==> config.mk <==
export PLATFORM = sky130hd
export DESIGN_NAME = uart_byte_rx
export DESIGN_NICKNAME = d
export VERILOG_FILES = /design/src/rtl/uart_byte_rx.sv
export SDC_FILE = /design/constraint.sdc
export NUM_CORES = 1
export LEC_CHECK = 0
export ABC_AREA = 1
export ABC_CLOCK_PERIOD_IN_PS = 2500
export BUFFER_PORTS_ARGS = -buffer_cell sky130_fd_sc_hd__buf_2
export CORE_MARGIN = 5
export CORE_UTILIZATION = 55
export DETAILED_ROUTE_END_ITERATION = 8
export GPL_TIMING_DRIVEN = 1
export HOLD_SLACK_MARGIN = 0.08
export PLACE_DENSITY = 0.73
export SLEW_MARGIN = 20
export SYNTH_ARGS = -nofsm -noshare
export SYNTH_HDL_FRONTEND = slang
export SYNTH_SLANG_ARGS = --single-unit
==> constraint.sdc <==
create_clock -name i_clk -period 2.5 [get_ports i_clk]
set_input_delay 0.375 -clock i_clk [delete_from_list [all_inputs] [get_ports i_clk]]
set_output_delay 0.375 -clock i_clk [all_outputs]
set_load 0.02 [all_outputs]
==> src/rtl/uart_byte_rx.sv <==
`default_nettype none
// ============================================================================
//  Module      : uart_byte_rx
//  Description : 8N1 UART byte receiver, LSB first. The raw rx pin passes
//                through a SYNC_STAGES-deep synchroniser. Each start bit is
//                validated at its centre, and every data and stop bit is
//                sampled at its centre. A good byte is presented on
//                o_rx_data together with a one-cycle o_rx_en strobe. A byte
//                whose stop bit reads 0 is dropped and reported by a
//                one-cycle o_frame_err strobe.
//
//  Ports       : i_clk        clock
//                i_rst        asynchronous reset, active-high
//                i_uart_rx    raw UART line (idle level 1)
//                o_rx_data    last good byte, held until the next good byte
//                o_rx_en      one-cycle strobe, o_rx_data is new this cycle
//                o_frame_err  one-cycle strobe, stop bit was 0, byte dropped
//                o_busy       high while a frame is being received
//
//  Revision    : 1.0  initial release
// ============================================================================
module uart_byte_rx #(
    parameter int CLOCK_FREQUENCY = 1_000_000,
    parameter int BAUD_RATE       = 115_200,
    parameter int SYNC_STAGES     = 2
) (
    input  logic       i_clk,
    input  logic       i_rst,
    input  logic       i_uart_rx,
    output logic [7:0] o_rx_data,
    output logic       o_rx_en,
    output logic       o_frame_err,
    output logic       o_busy
);

    localparam int c_CLKS_PER_BIT = (CLOCK_FREQUENCY + BAUD_RATE / 2) / BAUD_RATE;
    localparam int c_HALF_BIT     = c_CLKS_PER_BIT / 2;
    localparam int c_CNT_W        = $clog2(c_CLKS_PER_BIT);

    localparam logic [c_CNT_W-1:0] c_HALF_LAST = c_CNT_W'(c_HALF_BIT - 1);
    localparam logic [c_CNT_W-1:0] c_BIT_LAST  = c_CNT_W'(c_CLKS_PER_BIT - 1);

    // Elaboration-time sanity checks on the configuration.
    generate
        if (c_CLKS_PER_BIT < 4) begin : g_bad_clks_per_bit
            $error("uart_byte_rx: CLKS_PER_BIT must be >= 4");
        end
        if (SYNC_STAGES < 2) begin : g_bad_sync_stages
            $error("uart_byte_rx: SYNC_STAGES must be >= 2");
        end
    endgenerate

    typedef enum logic [2:0] {
        ST_WAIT_IDLE = 3'd0,
        ST_IDLE      = 3'd1,
        ST_START     = 3'd2,
        ST_DATA      = 3'd3,
        ST_STOP      = 3'd4
    } state_t;

    state_t                   r_state;
    state_t                   w_state_next;

    logic [SYNC_STAGES-1:0]   r_sync;
    logic [SYNC_STAGES-1:0]   r_primed;
    logic                     w_rx_s;
    logic                     w_primed;

    logic [c_CNT_W-1:0]       r_cnt;
    logic [c_CNT_W-1:0]       w_cnt_next;
    logic [2:0]               r_bit_idx;
    logic [2:0]               w_bit_idx_next;
    logic [7:0]               r_shift;
    logic [7:0]               w_shift_next;

    logic [7:0]               r_rx_data;
    logic [7:0]               w_rx_data_next;
    logic                     r_rx_en;
    logic                     w_rx_en_next;
    logic                     r_frame_err;
    logic                     w_frame_err_next;
    logic                     r_busy;
    logic                     w_busy_next;

    // ------------------------------------------------------------------
    // rx synchroniser. r_primed tracks how many stages have been loaded
    // from the real pin since reset: the reset value of the synchroniser
    // is 1 and must not be mistaken for an idle line, otherwise a frame
    // that was cut by reset could be picked up from its middle.
    // ------------------------------------------------------------------
    always_ff @(posedge i_clk or posedge i_rst) begin
        if (i_rst) begin
            r_sync   <= '1;
            r_primed <= '0;
        end else begin
            r_sync   <= {r_sync[SYNC_STAGES-2:0], i_uart_rx};
            r_primed <= {r_primed[SYNC_STAGES-2:0], 1'b1};
        end
    end

    assign w_rx_s   = r_sync[SYNC_STAGES-1];
    assign w_primed = r_primed[SYNC_STAGES-1];

    // ------------------------------------------------------------------
    // State register
    // ------------------------------------------------------------------
    always_ff @(posedge i_clk or posedge i_rst) begin
        if (i_rst) begin
            r_state <= ST_WAIT_IDLE;
        end else begin
            r_state <= w_state_next;
        end
    end

    // ------------------------------------------------------------------
    // Next-state and datapath logic
    // ------------------------------------------------------------------
    always_comb begin
        w_state_next     = r_state;
        w_cnt_next       = r_cnt + 1'b1;
        w_bit_idx_next   = r_bit_idx;
        w_shift_next     = r_shift;
        w_rx_data_next   = r_rx_data;
        w_rx_en_next     = 1'b0;
        w_frame_err_next = 1'b0;

        case (r_state)
            ST_WAIT_IDLE: begin
                w_cnt_next = '0;
                if (w_primed && w_rx_s) begin
                    w_state_next = ST_IDLE;
                end
            end

            ST_IDLE: begin
                w_cnt_next     = '0;
                w_bit_idx_next = 3'd0;
                if (!w_rx_s) begin
                    w_state_next = ST_START;
                end
            end

            ST_START: begin
                // A start bit that is gone by its centre was a glitch.
                if (r_cnt == c_HALF_LAST) begin
                    w_cnt_next   = '0;
                    w_state_next = w_rx_s ? ST_IDLE : ST_DATA;
                end
            end

            ST_DATA: begin
                // Counter restarts per bit so each sample lands a full
                // bit period after the previous centre.
                if (r_cnt == c_BIT_LAST) begin
                    w_cnt_next     = '0;
                    w_shift_next   = {w_rx_s, r_shift[7:1]};
                    w_bit_idx_next = r_bit_idx + 3'd1;
                    if (r_bit_idx == 3'd7) begin
                        w_state_next = ST_STOP;
                    end
                end
            end

            ST_STOP: begin
                // Leaving at mid-stop-bit lets a start edge that follows
                // the stop bit directly be caught.
                if (r_cnt == c_BIT_LAST) begin
                    w_cnt_next = '0;
                    if (w_rx_s) begin
                        w_rx_data_next = r_shift;
                        w_rx_en_next   = 1'b1;
                        w_state_next   = ST_IDLE;
                    end else begin
                        w_frame_err_next = 1'b1;
                        w_state_next     = ST_WAIT_IDLE;
                    end
                end
            end

            default: begin
                w_cnt_next   = '0;
                w_state_next = ST_WAIT_IDLE;
            end
        endcase

        w_busy_next = (w_state_next == ST_START) ||
                      (w_state_next == ST_DATA)  ||
                      (w_state_next == ST_STOP);
    end

    always_ff @(posedge i_clk or posedge i_rst) begin
        if (i_rst) begin
            r_cnt       <= '0;
            r_bit_idx   <= 3'd0;
            r_shift     <= 8'h00;
            r_rx_data   <= 8'h00;
            r_rx_en     <= 1'b0;
            r_frame_err <= 1'b0;
            r_busy      <= 1'b0;
        end else begin
            r_cnt       <= w_cnt_next;
            r_bit_idx   <= w_bit_idx_next;
            r_shift     <= w_shift_next;
            r_rx_data   <= w_rx_data_next;
            r_rx_en     <= w_rx_en_next;
            r_frame_err <= w_frame_err_next;
            r_busy      <= w_busy_next;
        end
    end

    assign o_rx_data   = r_rx_data;
    assign o_rx_en     = r_rx_en;
    assign o_frame_err = r_frame_err;
    assign o_busy      = r_busy;

endmodule
`default_nettype wire

After elaboration in Yosys (flattened, before gate mapping). Index checks and enable logic that the tools add are counted.

Register bits after elaboration: 33. Output and inout bits: 11. Word-level logic and storage cells: 52.

Add/sub/neg operators: 2. Eq/ne operators: 11. Mux-type cells: 20. Reduce and logical (&&, ||, !) cells: 9.

Operators by type and width (number): $mux W3 (7); $pmux W3 S5 (1); $eq A3 B2 Y1 const B (4); $eq A3 B3 Y1 const B (3); $mux W4 (2); $pmux W4 S2 (1); $mux W1 (7); $pmux W3 S2 (1); $add A4 B1 Y4 const B (1); $eq A4 B2 Y1 const B (1); $eq A4 B4 Y1 const B (1); $reduce_and A2 Y1 (2); $add A3 B1 Y3 const B (1); $eq A3 B1 Y1 const B (1); $logic_not A3 Y1 (1); $reduce_and A3 Y1 (1); $logic_or A1 B1 Y1 (2); $mux W2 (1); $ne A2 B2 Y1 const B (1); $reduce_bool A2 Y1 (1); $reduce_or A2 Y1 (1); $logic_and A1 B1 Y1 (1).

Longest topological paths before layout.
Depth after elaboration: 7. Depth in mapped cells: 9. Mapped depth without buffers: 9.

Worst setup path after synthesis. Ideal clock, no wire load.

Path type: register to register. Start: register r_cnt[0]. End: register r_bit_idx[1]. Setup time: 0.118 ns. Arrival: 1.158 ns. Required time: 2.382 ns. Setup slack: 1.224 ns. Cell stages (with the launch flop): 9. Period minus slack after synthesis: 1.276 ns. Cell sequence: dfrtp_1 > inv_1 > ha_1 > nand2_2 > nor2_8 > nand2_2 > buf_6 > nand3_1 > nand2_1.

Cells in the longest elaborated chain, start to end: 3.

Ends and longest elaborated chain: start: declaration (RTL line 69) `logic [c_CNT_W-1:0] r_cnt;`; start signal: assignment (RTL line 201) `r_cnt <= w_cnt_next;`; $eq A4 B4 Y1 (RTL line 154) `if (r_cnt == c_BIT_LAST) begin`; $ne A2 B2 Y1 (no source line); $reduce_and A2 Y1 (no source line); end signal: assignment (RTL line 202) `r_bit_idx <= w_bit_idx_next;`; end: declaration (RTL line 71) `logic [2:0] r_bit_idx;`.

Every way passes these cells. A chain may end at the register's enable or synchronous reset.

Final worst setup path.
Start: register r_cnt[0]. End: register r_shift[5].

Cells in the longest elaborated chain, start to end: 2.

Ends and longest elaborated chain: $eq A4 B4 Y1 (RTL line 154); $reduce_and A2 Y1 (no source line); end signal: assignment (RTL line 203) `r_shift <= w_shift_next;`; end: declaration (RTL line 73) `logic [7:0] r_shift;`.

Every way passes these cells.

==> flow_metrics.tcl <==
set metrics [dict create \
    outcome "completed" \
    cts_buffer_depth 2 \
    wl_um 2450 \
    required_ps 2710 \
    cap_violations 0 \
    timing.rr.end "r_shift[5]$_DFFE_PP0P_" \
    grt_pass1_vias 963 \
    crit_family "simple AND/OR/NAND/NOR gates" \
    final.setup.tns_ps 0 \
    cts_sinks 33 \
    synth_edf_count 0 \
    post-route-period-util_pct 61.7 \
    crit_arrival_ps 1760 \
    place.gp.congestion 0.838 \
    vdd_drop_max_mv 0.500 \
    grt_max_degree 23 \
    worstSetupPathType "register to register" \
    die_h_um 61.6 \
    yosysTopAreaCell "dfrtp_1" \
    rr_startpoint "r_cnt[0]$_DFF_PP0_" \
    reg2reg_depth 7 \
    fill_cells 212 \
    setup_ws_ps 958 \
    antenna_found_initial 0 \
    htree_num_levels 2 \
    syn-mean-instance-area_um2 10.2 \
    tritoncts "built" \
    worstSetupEndpointType "register" \
    ioPinCount 14 \
    timing.fmax_mhz 649 \
    hpwl_um 1780 \
    synthCells 143 \
    fp-row-count 18 \
    hold_class "input port to register" \
    ys_top_cells_by_area "dfrtp_1, o21ai_2, nand2_1" \
    cts_resized 0 \
    setup_viol 0 \
    overflow 0 \
    crit_path_cell_trace "inv_1 > ha_1 > nand2_2 > nor2_8 > nand2_2 > nand2_1 > o21ai_2" \
    worst-path-buf-inv 1 \
    die_area_um2 3790 \
    min_to "r_sync[0]$_DFF_PP1_" \
    path_max_fanout 20 \
    core_area_um2 2500 \
    slowest_stage "dfrtp_1" \
    cts_buffers 5 \
    drt_iter0_drc 37 \
    leakage_nw 0.820 \
    cts.clk_slew.worst_paths_ps 90 \
    ys.flop_type "dfrtp_1" \
    ys_types 25 \
    dp_slack_ps 953 \
    die_x_um 61.6 \
    ant_nets 0 \
    drive_above_1_share_pct 29.4 \
    synth_nets 150 \
    final_hold_viol_count 0 \
    slew_violations 0 \
    num_vias 1003 \
    drc 0 \
    max_stage_delay_ps 410 \
    grt_pass1_wl_um 4150 \
    finalCriticalPeriod_ps 1540 \
    synthArstFlopShare_pct 100 \
    ys_ff_latch 33 \
    startpoint_type "register" \
    timing.reg2reg.setup_slack_ps 960 \
    rsz0062_at_grt "no" \
    synth_warnings 0 \
    grtUsageTotal_pct 15.7 \
    path_common_cell "nand2_2" \
    area_growth_syn_to_layout_pct 9.92 \
    hold_path_depth 1 \
    syn_area_um2 1460 \
    initial_utilization_pct 58.5 \
    via_per_inst 5.20 \
    synth_top_area_share_pct 53.0 \
    port_buffers 13 \
    wl_per_cell_um 12.7 \
    clk_latency_ps 330 \
    min_from "i_uart_rx" \
    p_per_area_nw_per_um2 718 \
    cts_root_buf "clkbuf_4" \
    nets 169 \
    skew_ps 13.7 \
    n_antenna_cell 0 \
    ys_seq_area_share_pct 56.6 \
    dr.pass1.iters 4 \
]
==> timing repair <==
action	in CTS	in global routing
endpoints found under the hold margin	9	0
hold buffers	1	0
buffers inserted	0	0
==> logic make-up (layout without fill, tap and decap cells) <==
kind of cell	Yosys count	count (layout)	synth area share, %
xor+xnor	2	2	1.20
other cells	1	1	0.256
buf+inv	21	41	6.93
fa+ha+maj	4	4	3.42
simple gates	59	59	19.4
flops	33	33	56.6
compound gates	23	23	12.1
==> cell type report <==
cell class	instances	area, um^2	area share (%)
Sequential cell	33	828	51.5
Inverter	18	67.6	4.20
Clock buffer	8	58.8	3.66
Timing Repair Buffer	15	82.6	5.14
Multi-Input combinational cell	89	533	33.2
Tap cell	30	37.5	2.33
==> report_power, final <==
group,internal [mW],switching [mW]
sequential,0.581,0.0484
clock,0.139,0.164
combinational,0.0780,0.144
==> per-layer routing <==
layer  wire, um  track usage (%)  up-vias
met5          0                0        -
met4         61             8.79        0
met3        133             4.40        9
met2       1180             24.5       34
met1       1080             19.6      466
li1           -                -      494
==> metrics by stage <==
stage	utilization [%]	std cells	total power [mW]	instance area [um^2]	hold slack (ps)
floorplan	-	143	0.794	1460	331
global placement	61.6	184	0.838	1540	331
detailed placement	61.6	184	0.860	1540	347
CTS	64.3	193	1.17	1610	127
global route	64.3	193	1.23	1610	114
finish	64.3	193	1.15	1610	146
==> synthesized netlist by cell type, types with 2 or more instances <==
| master | number |
|---|---|
| dfrtp_1 | 31 |
| inv_1 | 16 |
| nor2_2 | 2 |
| o21ai_2 | 16 |
| ha_1 | 4 |
| o21ai_0 | 2 |
| nand4_1 | 2 |
| nand3_1 | 8 |
| buf_6 | 3 |
| nand2_2 | 4 |
| a21oi_1 | 3 |
| nor2_1 | 4 |
| dfstp_2 | 2 |
| nand2_1 | 34 |
| nor3_1 | 2 |
==> how the worst max path moves through the flow <==
stage | start | endpoint | slack [ps] | cells after the start
3_3_place_gp | r_cnt[0]$_DFF_PP0_ | r_shift[2]$_DFFE_PP0P_ | 1020 | 7
6_report | r_cnt[0]$_DFF_PP0_ | r_shift[5]$_DFFE_PP0P_ | 960 | 7
3_5_place_dp | r_cnt[0]$_DFF_PP0_ | r_shift[5]$_DFFE_PP0P_ | 950 | 7
4_1_cts | r_cnt[0]$_DFF_PP0_ | r_shift[5]$_DFFE_PP0P_ | 940 | 7
2_1_floorplan | r_cnt[0]$_DFF_PP0_ | r_bit_idx[1]$_DFFE_PP0P_ | 1220 | 8
5_1_grt | r_cnt[0]$_DFF_PP0_ | r_shift[5]$_DFFE_PP0P_ | 820 | 7
==> sequential cells by signal, summed over array words and instances, names as in the netlist <==
register / cells
o_rx_en: 1
r_cnt: 4
o_frame_err: 1
r_sync: 2
r_state: 3
r_shift: 8
r_bit_idx: 3
r_primed: 2
o_rx_data: 8
o_busy: 1
==> cell usage in the layout (no fill, tap or decap), drive strengths merged <==
cell type and count:
nand2 39, dfrtp 31, o21ai 19, inv 17, buf 14, nand3 9
clkbuf 8, nor2 7, ha 4, a21oi 3, nor3 2, nand4 2
dfstp 2, xor2 1, xnor2 1, a21boi 1, clkinv 1, dlygate4sd3 1
conb 1
(Power assumes the default switching activity.)
